===== config.mk =====
export PLATFORM = sky130hd
export DESIGN_NAME = controle_multiciclo_flat
export DESIGN_NICKNAME = d
export VERILOG_FILES = /design/src/rtl/controle_pkg.sv /design/src/rtl/controle_multiciclo_if.sv /design/src/rtl/contador_instr.sv /design/src/rtl/controle_multiciclo.sv /design/src/flat_wrapper.sv
export SDC_FILE = /design/constraint.sdc
export NUM_CORES = 1
export LEC_CHECK = 0
export BUFFER_PORTS_ARGS = -buffer_cell sky130_fd_sc_hd__buf_2
export CAP_MARGIN = 15
export CORE_MARGIN = 2
export CORE_UTILIZATION = 40
export DETAILED_ROUTE_END_ITERATION = 8
export PLACE_DENSITY = 0.66
export SYNTH_ARGS = -nofsm -noshare
export SYNTH_HDL_FRONTEND = slang
export SYNTH_SLANG_ARGS = --single-unit

===== constraint.sdc =====
create_clock -name CLK -period 1.7 [get_ports CLK]
set_input_delay 0.17 -clock CLK [delete_from_list [all_inputs] [get_ports CLK]]
set_output_delay 0.17 -clock CLK [all_outputs]
set_load 0.01 [all_outputs]

===== src/rtl/controle_pkg.sv =====
// Shared types and encodings for the multi-cycle control unit: FSM states, opcodes
// and the select/operation codes driven towards the datapath.
package controle_pkg;

    typedef enum logic [2:0] {
        BUSCA,
        DECOD,
        EXEC,
        ESCRITA,
        DESVIO,
        SALTO,
        HALT
    } estado_t;

    localparam logic [3:0] OP_SALTO  = 4'b1011;
    localparam logic [3:0] OP_DESVIO = 4'b1100;
    localparam logic [3:0] OP_PARA   = 4'b1111;

    localparam logic [1:0] CP_ULA   = 2'b00;
    localparam logic [1:0] CP_ALVO  = 2'b01;
    localparam logic [1:0] CP_SALTO = 2'b10;

    localparam logic [1:0] ULA_SOMA = 2'b00;
    localparam logic [1:0] ULA_SUB  = 2'b01;
    localparam logic [1:0] ULA_FUNC = 2'b10;

    localparam logic       A_CP   = 1'b0;
    localparam logic       A_REG  = 1'b1;
    localparam logic [1:0] B_REG  = 2'b00;
    localparam logic [1:0] B_UM   = 2'b01;
    localparam logic [1:0] B_IMED = 2'b10;

    typedef struct packed {
        logic       lemem;
        logic       escir;
        logic       esccp;
        logic       esccondcp;
        logic [1:0] fontecp;
        logic       ulafontea;
        logic [1:0] ulafonteb;
        logic [1:0] ulaop;
        logic       escreg;
        logic       parado;
    } controle_t;

    function automatic estado_t decodifica(input logic [3:0] codop);
        estado_t prox;
        case (codop)
            OP_SALTO:  prox = SALTO;
            OP_DESVIO: prox = DESVIO;
            OP_PARA:   prox = HALT;
            default:   prox = EXEC;
        endcase
        return prox;
    endfunction

endpackage


===== src/rtl/controle_multiciclo_if.sv =====
// Control bus between the control unit (master) and the datapath/instruction memory (slave).
interface controle_multiciclo_if #(
    parameter int unsigned LARGURA_CONT = 16
);
    logic [3:0]              CODOP;
    logic                    MEMPRONTA;
    logic                    LEMEM;
    logic                    ESCIR;
    logic                    ESCCP;
    logic                    ESCCONDCP;
    logic [1:0]              FONTECP;
    logic                    ULAFONTEA;
    logic [1:0]              ULAFONTEB;
    logic [1:0]              ULAOP;
    logic                    ESCREG;
    logic                    PARADO;
    logic [LARGURA_CONT-1:0] NINSTR;

    modport master (
        input  CODOP, MEMPRONTA,
        output LEMEM, ESCIR, ESCCP, ESCCONDCP, FONTECP, ULAFONTEA, ULAFONTEB, ULAOP,
               ESCREG, PARADO, NINSTR
    );

    modport slave (
        output CODOP, MEMPRONTA,
        input  LEMEM, ESCIR, ESCCP, ESCCONDCP, FONTECP, ULAFONTEA, ULAFONTEB, ULAOP,
               ESCREG, PARADO, NINSTR
    );
endinterface


===== src/rtl/contador_instr.sv =====
// Wrapping enable counter that tallies completed instruction fetches.
module contador_instr #(
    parameter int unsigned LARGURA = 16
) (
    input  logic               clk,
    input  logic               rst,
    input  logic               en_i,
    output logic [LARGURA-1:0] cont_o
);
    localparam logic [LARGURA-1:0] Um = LARGURA'(1);

    logic [LARGURA-1:0] cont_q, cont_d;

    always_comb begin
        cont_d = cont_q;
        if (en_i) begin
            cont_d = cont_q + Um;
        end
    end

    always_ff @(posedge clk or posedge rst) begin
        if (rst) begin
            cont_q <= '0;
        end else begin
            cont_q <= cont_d;
        end
    end

    assign cont_o = cont_q;
endmodule


===== src/rtl/controle_multiciclo.sv =====
// Multi-cycle control unit: fetch/decode/execute/write-back sequencing for the
// 4-bit-opcode datapath, plus a fetch counter and halt flag.
module controle_multiciclo
    import controle_pkg::*;
#(
    parameter int unsigned LARGURA_CONT = 16
) (
    input  logic                   CLK,
    input  logic                   RST,
    controle_multiciclo_if.master  bus
);
    estado_t   estado_q, estado_d;
    controle_t ctl;

    always_ff @(posedge CLK or posedge RST) begin
        if (RST) begin
            estado_q <= BUSCA;
        end else begin
            estado_q <= estado_d;
        end
    end

    always_comb begin
        estado_d = estado_q;
        case (estado_q)
            BUSCA:   if (bus.MEMPRONTA) estado_d = DECOD;
            DECOD:   estado_d = decodifica(bus.CODOP);
            EXEC:    estado_d = ESCRITA;
            ESCRITA: estado_d = BUSCA;
            DESVIO:  estado_d = BUSCA;
            SALTO:   estado_d = BUSCA;
            HALT:    estado_d = HALT;
            default: estado_d = BUSCA;
        endcase
    end

    always_comb begin
        ctl = '0;
        case (estado_q)
            BUSCA: begin
                ctl.lemem = 1'b1;
                // PC <- PC + 1 only in the cycle memory delivers the word
                if (bus.MEMPRONTA) begin
                    ctl.escir     = 1'b1;
                    ctl.esccp     = 1'b1;
                    ctl.fontecp   = CP_ULA;
                    ctl.ulafontea = A_CP;
                    ctl.ulafonteb = B_UM;
                    ctl.ulaop     = ULA_SOMA;
                end
            end
            DECOD: begin
                ctl.ulafontea = A_CP;
                ctl.ulafonteb = B_IMED;
                ctl.ulaop     = ULA_SOMA;
            end
            EXEC: begin
                ctl.ulafontea = A_REG;
                ctl.ulafonteb = B_REG;
                ctl.ulaop     = ULA_FUNC;
            end
            ESCRITA: ctl.escreg = 1'b1;
            DESVIO: begin
                ctl.ulafontea = A_REG;
                ctl.ulafonteb = B_REG;
                ctl.ulaop     = ULA_SUB;
                ctl.esccondcp = 1'b1;
                ctl.fontecp   = CP_ALVO;
            end
            SALTO: begin
                ctl.esccp   = 1'b1;
                ctl.fontecp = CP_SALTO;
            end
            HALT:    ctl.parado = 1'b1;
            default: ctl = '0;
        endcase
        // Reset silences every control immediately, so an aborted instruction writes nothing
        if (RST) begin
            ctl = '0;
        end
    end

    assign bus.LEMEM     = ctl.lemem;
    assign bus.ESCIR     = ctl.escir;
    assign bus.ESCCP     = ctl.esccp;
    assign bus.ESCCONDCP = ctl.esccondcp;
    assign bus.FONTECP   = ctl.fontecp;
    assign bus.ULAFONTEA = ctl.ulafontea;
    assign bus.ULAFONTEB = ctl.ulafonteb;
    assign bus.ULAOP     = ctl.ulaop;
    assign bus.ESCREG    = ctl.escreg;
    assign bus.PARADO    = ctl.parado;

    contador_instr #(
        .LARGURA (LARGURA_CONT)
    ) u_contador (
        .clk    (CLK),
        .rst    (RST),
        .en_i   (ctl.escir),
        .cont_o (bus.NINSTR)
    );
endmodule

===== src/flat_wrapper.sv =====
// flat-port wrapper written by rule: the top's interface ports become plain ports
module controle_multiciclo_flat import controle_pkg::*;
#(
    parameter int unsigned LARGURA_CONT = 16
)
  (CLK, RST, bus_CODOP, bus_MEMPRONTA, bus_LEMEM, bus_ESCIR, bus_ESCCP, bus_ESCCONDCP, bus_FONTECP, bus_ULAFONTEA, bus_ULAFONTEB, bus_ULAOP, bus_ESCREG, bus_PARADO, bus_NINSTR);
  controle_multiciclo_if #(.LARGURA_CONT(LARGURA_CONT)) bus_i ();
  input  logic CLK;
  input  logic RST;
  input wire logic [$bits(bus_i.CODOP)-1:0] bus_CODOP;
  input wire logic [$bits(bus_i.MEMPRONTA)-1:0] bus_MEMPRONTA;
  output wire logic [$bits(bus_i.LEMEM)-1:0] bus_LEMEM;
  output wire logic [$bits(bus_i.ESCIR)-1:0] bus_ESCIR;
  output wire logic [$bits(bus_i.ESCCP)-1:0] bus_ESCCP;
  output wire logic [$bits(bus_i.ESCCONDCP)-1:0] bus_ESCCONDCP;
  output wire logic [$bits(bus_i.FONTECP)-1:0] bus_FONTECP;
  output wire logic [$bits(bus_i.ULAFONTEA)-1:0] bus_ULAFONTEA;
  output wire logic [$bits(bus_i.ULAFONTEB)-1:0] bus_ULAFONTEB;
  output wire logic [$bits(bus_i.ULAOP)-1:0] bus_ULAOP;
  output wire logic [$bits(bus_i.ESCREG)-1:0] bus_ESCREG;
  output wire logic [$bits(bus_i.PARADO)-1:0] bus_PARADO;
  output wire logic [$bits(bus_i.NINSTR)-1:0] bus_NINSTR;
  assign bus_i.CODOP = bus_CODOP;
  assign bus_i.MEMPRONTA = bus_MEMPRONTA;
  assign bus_LEMEM = bus_i.LEMEM;
  assign bus_ESCIR = bus_i.ESCIR;
  assign bus_ESCCP = bus_i.ESCCP;
  assign bus_ESCCONDCP = bus_i.ESCCONDCP;
  assign bus_FONTECP = bus_i.FONTECP;
  assign bus_ULAFONTEA = bus_i.ULAFONTEA;
  assign bus_ULAFONTEB = bus_i.ULAFONTEB;
  assign bus_ULAOP = bus_i.ULAOP;
  assign bus_ESCREG = bus_i.ESCREG;
  assign bus_PARADO = bus_i.PARADO;
  assign bus_NINSTR = bus_i.NINSTR;
  controle_multiciclo #(.LARGURA_CONT(LARGURA_CONT)) u_core (.CLK(CLK), .RST(RST), .bus(bus_i));
endmodule

# Word-level counts from Yosys, hierarchy flattened
# Cells that the tools add are included.
# W data, S select, Z words.
[totals] out_inout_bits=29 reg_bits=19
[classes] muxes=13 n_reduce_logical=1 n_eq_ne=10 add_sub_neg=1
[ops] op="$pmux W5 S4" count=1
[ops] op="$add A16 B1 Y16 const B" count=1
[ops] op="$mux W13" count=1
[ops] op="$eq A4 B4 Y1 const B" count=3
[ops] op="$pmux W3 S4" count=1
[ops] op="$eq A3 B3 Y1 const B" count=3
[ops] op="$pmux W3 S3" count=1
[ops] op="$eq A3 B2 Y1 const B" count=2
[ops] op="$mux W3" count=2
[ops] op="$pmux W2 S3" count=1
[ops] op="$mux W2" count=2
[ops] op="$eq A3 B1 Y1 const B" count=1
[ops] op="$logic_not A3 Y1" count=1
[ops] op="$mux W1" count=3
[ops] op="$ne A2 B2 Y1 const B" count=1
[ops] op="$pmux W1 S2" count=1

# Longest topological paths before layout
[depth] word_depth=3 ltp_mapped=7 mapped_depth_nobuf=5

# Modules after synthesis
# Synthesis repeated with hierarchy kept, for this count alone.
[unflattened] cells_unflattened=94 hier_area_um2=1013.5
[by_module_without_submodules] mod="contador_instr" instances=1 cells_each=57 area_each_um2=710.7
[by_module_without_submodules] mod="controle_multiciclo" instances=1 cells_each=37 area_each_um2=302.8

# Least setup slack after synthesis
# OpenSTA, ideal clock, no wires.
[synth_path] kind="flip-flop to flip-flop" startpoint="register u_core.estado_q[2]" endpoint="register u_core.u_contador.cont_q[1] (netlist: u_core.u_contador.cont_o[1])" stages_incl_launch_ff=7 setup_slack_ps=-181 setup_ps=125 required_ps=1575 arrival_time_ps=1756 cell_sequence="dfrtp_1 -> buf_6 -> or4_4 -> inv_2 -> and2_1 -> buf_4 -> mux2_2"
[synth_via] elab_chain_len=3
[synth_rtl] element="start: declaration" line_no="controle_multiciclo.sv:12" rtl="estado_t estado_q, estado_d;"
[synth_rtl] element="start signal: assignment" line_no="controle_multiciclo.sv:19" rtl="estado_q <= estado_d;"
[synth_rtl] element="$logic_not A3 Y1" line_no="controle_multiciclo.sv:39" rtl="case (estado_q)"
[synth_rtl] element="$mux W2" line_no="controle_multiciclo.sv:39"
[synth_rtl] element="$mux W13" line_no="controle_multiciclo.sv:78" rtl="if (RST) begin"
[synth_rtl] element="named net bus_ESCIR" line_no="flat_wrapper.sv:13" rtl="output wire logic [$bits(bus_i.ESCIR)-1:0] bus_ESCIR;"
[synth_rtl] element="end signal: assignment" line_no="contador_instr.sv:25" rtl="cont_q <= cont_d;"
[synth_rtl] element="end: declaration" line_no="contador_instr.sv:12" rtl="logic [LARGURA-1:0] cont_q, cont_d;"
# The timed path passes the listed nets, and every way through them passes these cells.
# A chain may end at the register's enable or synchronous reset.

# Worst setup path in the final report
[layout_path] startpoint="register u_core.estado_q[2]" endpoint="output bus_ULAFONTEB[0]"
[layout_via] elab_chain_len=3
[layout_rtl] element="$eq A3 B3 Y1 (tied with other cells)" line_no="controle_multiciclo.sv:39"
[layout_rtl] element="$pmux W5 S4 (*)" line_no="controle_multiciclo.sv:39"
[layout_rtl] element="$mux W13 (*)" line_no="controle_multiciclo.sv:78"
[layout_rtl] element="end: declaration" line_no="flat_wrapper.sv:18" rtl="output wire logic [$bits(bus_i.ULAFONTEB)-1:0] bus_ULAFONTEB;"
# Mark *: on every way between the ends. The rest lies on a longest branch, timed or not.

==> flow_metrics.env <==
export IMPL_track_usage_pct=17.74
export IMPL_vias_per_cell=5.235
export IMPL_dp_hpwl_um=1632
export IMPL_hold_viol_final=0
export IMPL_cp_max_fo=4
export IMPL_synth_edf_count=0
export IMPL_layout_setup_ws_ps=-120.7
export IMPL_ys_ff_latch=19
export IMPL_status="finished with violations"
export IMPL_cp_arrival_ps=1650
export IMPL_crit_buf_inv=3
export IMPL_dieHeight_um=53.55
export IMPL_syn_nets=104
export IMPL_core_um2=2276
export IMPL_cpMaxStageDelayCell="or4_4"
export IMPL_place_area_um2=1231
export IMPL_grt_pass1_wl_um=3629
export IMPL_holdCritPathClass="in2async"
export IMPL_cp_end_kind="primary output"
export IMPL_failed_checks="setup timing"
export IMPL_wl_per_cell_um=12.89
export IMPL_yosysTopAreaCellShare_pct=48.41
export IMPL_cts_buffer_depth=2
export IMPL_diodes=0
export IMPL_period_share_pct=107.1
export IMPL_max_slew_margin_pct=78.80
export IMPL_synthesis_area_um2=982.2
export IMPL_total_power_mw=1.496
export IMPL_syn_area_per_cell_um2=10.23
export IMPL_synthTopCellsByArea="dfrtp_1 48%, xnor2_1 9.8%, xor2_1 4.5%"
export IMPL_synth_xor_area_share_pct=14.27
export IMPL_worstSkewPairLatency_ps=300
export IMPL_drive_gt1_share_pct=42.25
export IMPL_drv_slew=0
export IMPL_gp_congestion=0.8094
export IMPL_cts_sinks=19
export IMPL_antenna_found_initial=0
export IMPL_synth_mux_area_share_pct=1.146
export IMPL_startpoint_type="register"
export IMPL_power_density_nw_per_um2=1124
export IMPL_fillers=198
export IMPL_cellLeakagePower_nw=0.7228
export IMPL_synth_area_leader_cell="dfrtp_1"
export IMPL_num_io_pins=36
export IMPL_r2r_slack_ps=-80
export IMPL_grt_overflow_total=0
export IMPL_yosysUniqueCellTypes=29
export IMPL_die_width_um=53.55
export IMPL_grt_max_degree=20
export IMPL_drtPass1Iterations=4
export IMPL_drt_wl_total_um=2191
export IMPL_synth_compound_area_share_pct=3.822
export IMPL_max_cap_violations=0
export IMPL_dp_cells=163
export IMPL_skew_ps=4.789
export IMPL_vias=890
export IMPL_cts_clk_slew_worst_paths_ps=110
export IMPL_cts_made_buffers=3
export IMPL_worstPathCellList="or4_4, inv_4, buf_4, and2_1, buf_2"
export IMPL_cts_htree_levels=1
export IMPL_path_class="reg2out"
export IMPL_synth_common_cells="19 x dfrtp_1, 11 x nand2_1, 11 x xnor2_1, 8 x nor3_1"
export IMPL_tritoncts="yes"
export IMPL_route_detailed_drc=0
export IMPL_slowest_delay_ps=530
export IMPL_fin_crit_ps=1821
export IMPL_cp_required_ps=1530
export IMPL_final_cell_area_um2=1331
export IMPL_fin_util_pct=58.49
export IMPL_final_cell_count_no_fill=170
export IMPL_setup_viol=10
export IMPL_ctsHoldBuffers=0
export IMPL_cts_root_buf="clkbuf_4"
export IMPL_start_util_pct=43.16
export IMPL_async_reset_ff_share_pct=100.0
export IMPL_synthAdderAreaFrac_pct=1.274
export IMPL_rsz0062_at_grt="yes"
export IMPL_nNetsFinal=151
export IMPL_port_buffers=35
export IMPL_rows=17
export IMPL_synth_cells=96
export IMPL_tightest_slew_ps=315.7
export IMPL_ys_warn_count=0
export IMPL_yosysMostFrequentCell="dfrtp_1"
export IMPL_crit_reg2reg_capture="u_core.u_contador.cont_o[10]$_DFFE_PP0P_"
export IMPL_ys_seq_area_share_pct=48.41
export IMPL_r2r_start="u_core.estado_q[2]$_DFFE_PP0P_"
export IMPL_synthSimpleGateAreaFrac_pct=26.50
export IMPL_initialDrtViolationCount=15
export IMPL_max_freq_mhz=549.2
export IMPL_syn_to_final_growth_pct=35.54
export IMPL_ir_worst_vdd_uv=719.3
export IMPL_synthFlopType="dfrtp_1"
export IMPL_dieArea_um2=2868
export IMPL_rr_worst_depth=5
export IMPL_ant_nets=0
export IMPL_grt_pass1_vias=822
export IMPL_cp_top_family="simple AND/OR/NAND/NOR gates"
export IMPL_synth_top_family_by_area="simple AND/OR/NAND/NOR gates"
==> report_power, final <==
part / internal (mW) / leakage, nW / total [mW] / switching (mW)
Combinational: 0.315 / 0.453 / 0.681 / 0.365
Clock: 0.0915 / 0.0150 / 0.233 / 0.142
Sequential: 0.526 / 0.255 / 0.582 / 0.0561
Total: 0.933 / 0.723 / 1.50 / 0.563
==> placed cells by master (no fill, tap or decap), types with 2 or more instances in the layout <==
| cell | n |
|---|---|
| nor3_1 | 7 |
| buf_4 | 11 |
| dfrtp_1 | 19 |
| a21oi_1 | 2 |
| clkbuf_4 | 3 |
| o21ai_0 | 2 |
| inv_1 | 3 |
| nand2_1 | 11 |
| nor2_1 | 3 |
| nand3_1 | 5 |
| xnor2_1 | 11 |
| nand4_1 | 5 |
| xor2_1 | 4 |
| and3_1 | 2 |
| buf_2 | 33 |
| buf_6 | 2 |
| nor4_4 | 2 |
==> area by class of cell <==
| type | count | area, um2 | area share [%] |
|---|---|---|---|
| inverter | 4 | 17.52 | 1.316 |
| multi-input combinational | 69 | 506.7 | 38.06 |
| sequential | 19 | 475.5 | 35.71 |
| clock buffer | 4 | 26.28 | 1.974 |
| tap | 28 | 35.03 | 2.632 |
| timing repair buffer | 46 | 270.3 | 20.30 |
==> layer usage <==
layer	GRT usage, %	up-vias	wire, um
li1	-	420	-
met1	21.97	429	942
met2	29.42	37	1082
met3	3.333	4	127
met4	8.974	0	38
met5	0	-	0
==> metrics by stage <==
stage | setup WS, ps | hold slack (ps) | TNS (ps)
2_1_floorplan | -49.03 | 129.6 | -56.79
3_5_place_dp | -30.27 | 406.7 | -30.27
5_1_grt | -207.3 | 83.12 | -1462
4_1_cts | -128.1 | 74.88 | -530.3
6_report | -120.7 | 67.80 | -446.9
3_3_place_gp | 38.07 | 397.8 | 0
==> worst min-delay path, delay by kind of cell <==
| family | cells | cell delay (ps) |
|---|---|---|
| buffers and inverters | 4 | 590 |
==> sequential cells by signal, summed over array words and instances (netlist names) <==
register                  count
u_core.u_contador.cont_o     16
u_core.estado_q               3
==> cells by family (layout without fill, tap and decap cells) <==
family | after synthesis | count (layout)
compound gates | 6 | 6
xor+xnor | 16 | 16
fa+ha+maj | 1 | 1
buf+inv | 8 | 54
flops | 19 | 19
mux | 1 | 1
simple gates | 45 | 45
==> worst max-delay path by stage <==
stage / to / cells past startpoint / slack [ps] / start
after floorplan: u_core.u_contador.cont_o[1]$_DFFE_PP0P_ / 5 / -50 / u_core.estado_q[0]$_DFFE_PP0P_
after global placement: u_core.u_contador.cont_o[10]$_DFFE_PP0P_ / 4 / 40 / u_core.estado_q[0]$_DFFE_PP0P_
after detailed placement: u_core.u_contador.cont_o[10]$_DFFE_PP0P_ / 4 / -30 / u_core.estado_q[0]$_DFFE_PP0P_
after CTS: bus_ULAFONTEB[0] / 5 / -130 / u_core.estado_q[2]$_DFFE_PP0P_
after global routing: bus_ULAFONTEB[0] / 5 / -210 / u_core.estado_q[2]$_DFFE_PP0P_
final: bus_ULAFONTEB[0] / 5 / -120 / u_core.estado_q[2]$_DFFE_PP0P_
==> timing repair <==
action	CTS	global route
pin swaps	3	5
resized for setup	2	6
endpoints found under the setup margin	5	16
buffers inserted	3	0
Note: power is estimated with default switching activity, not from simulation.
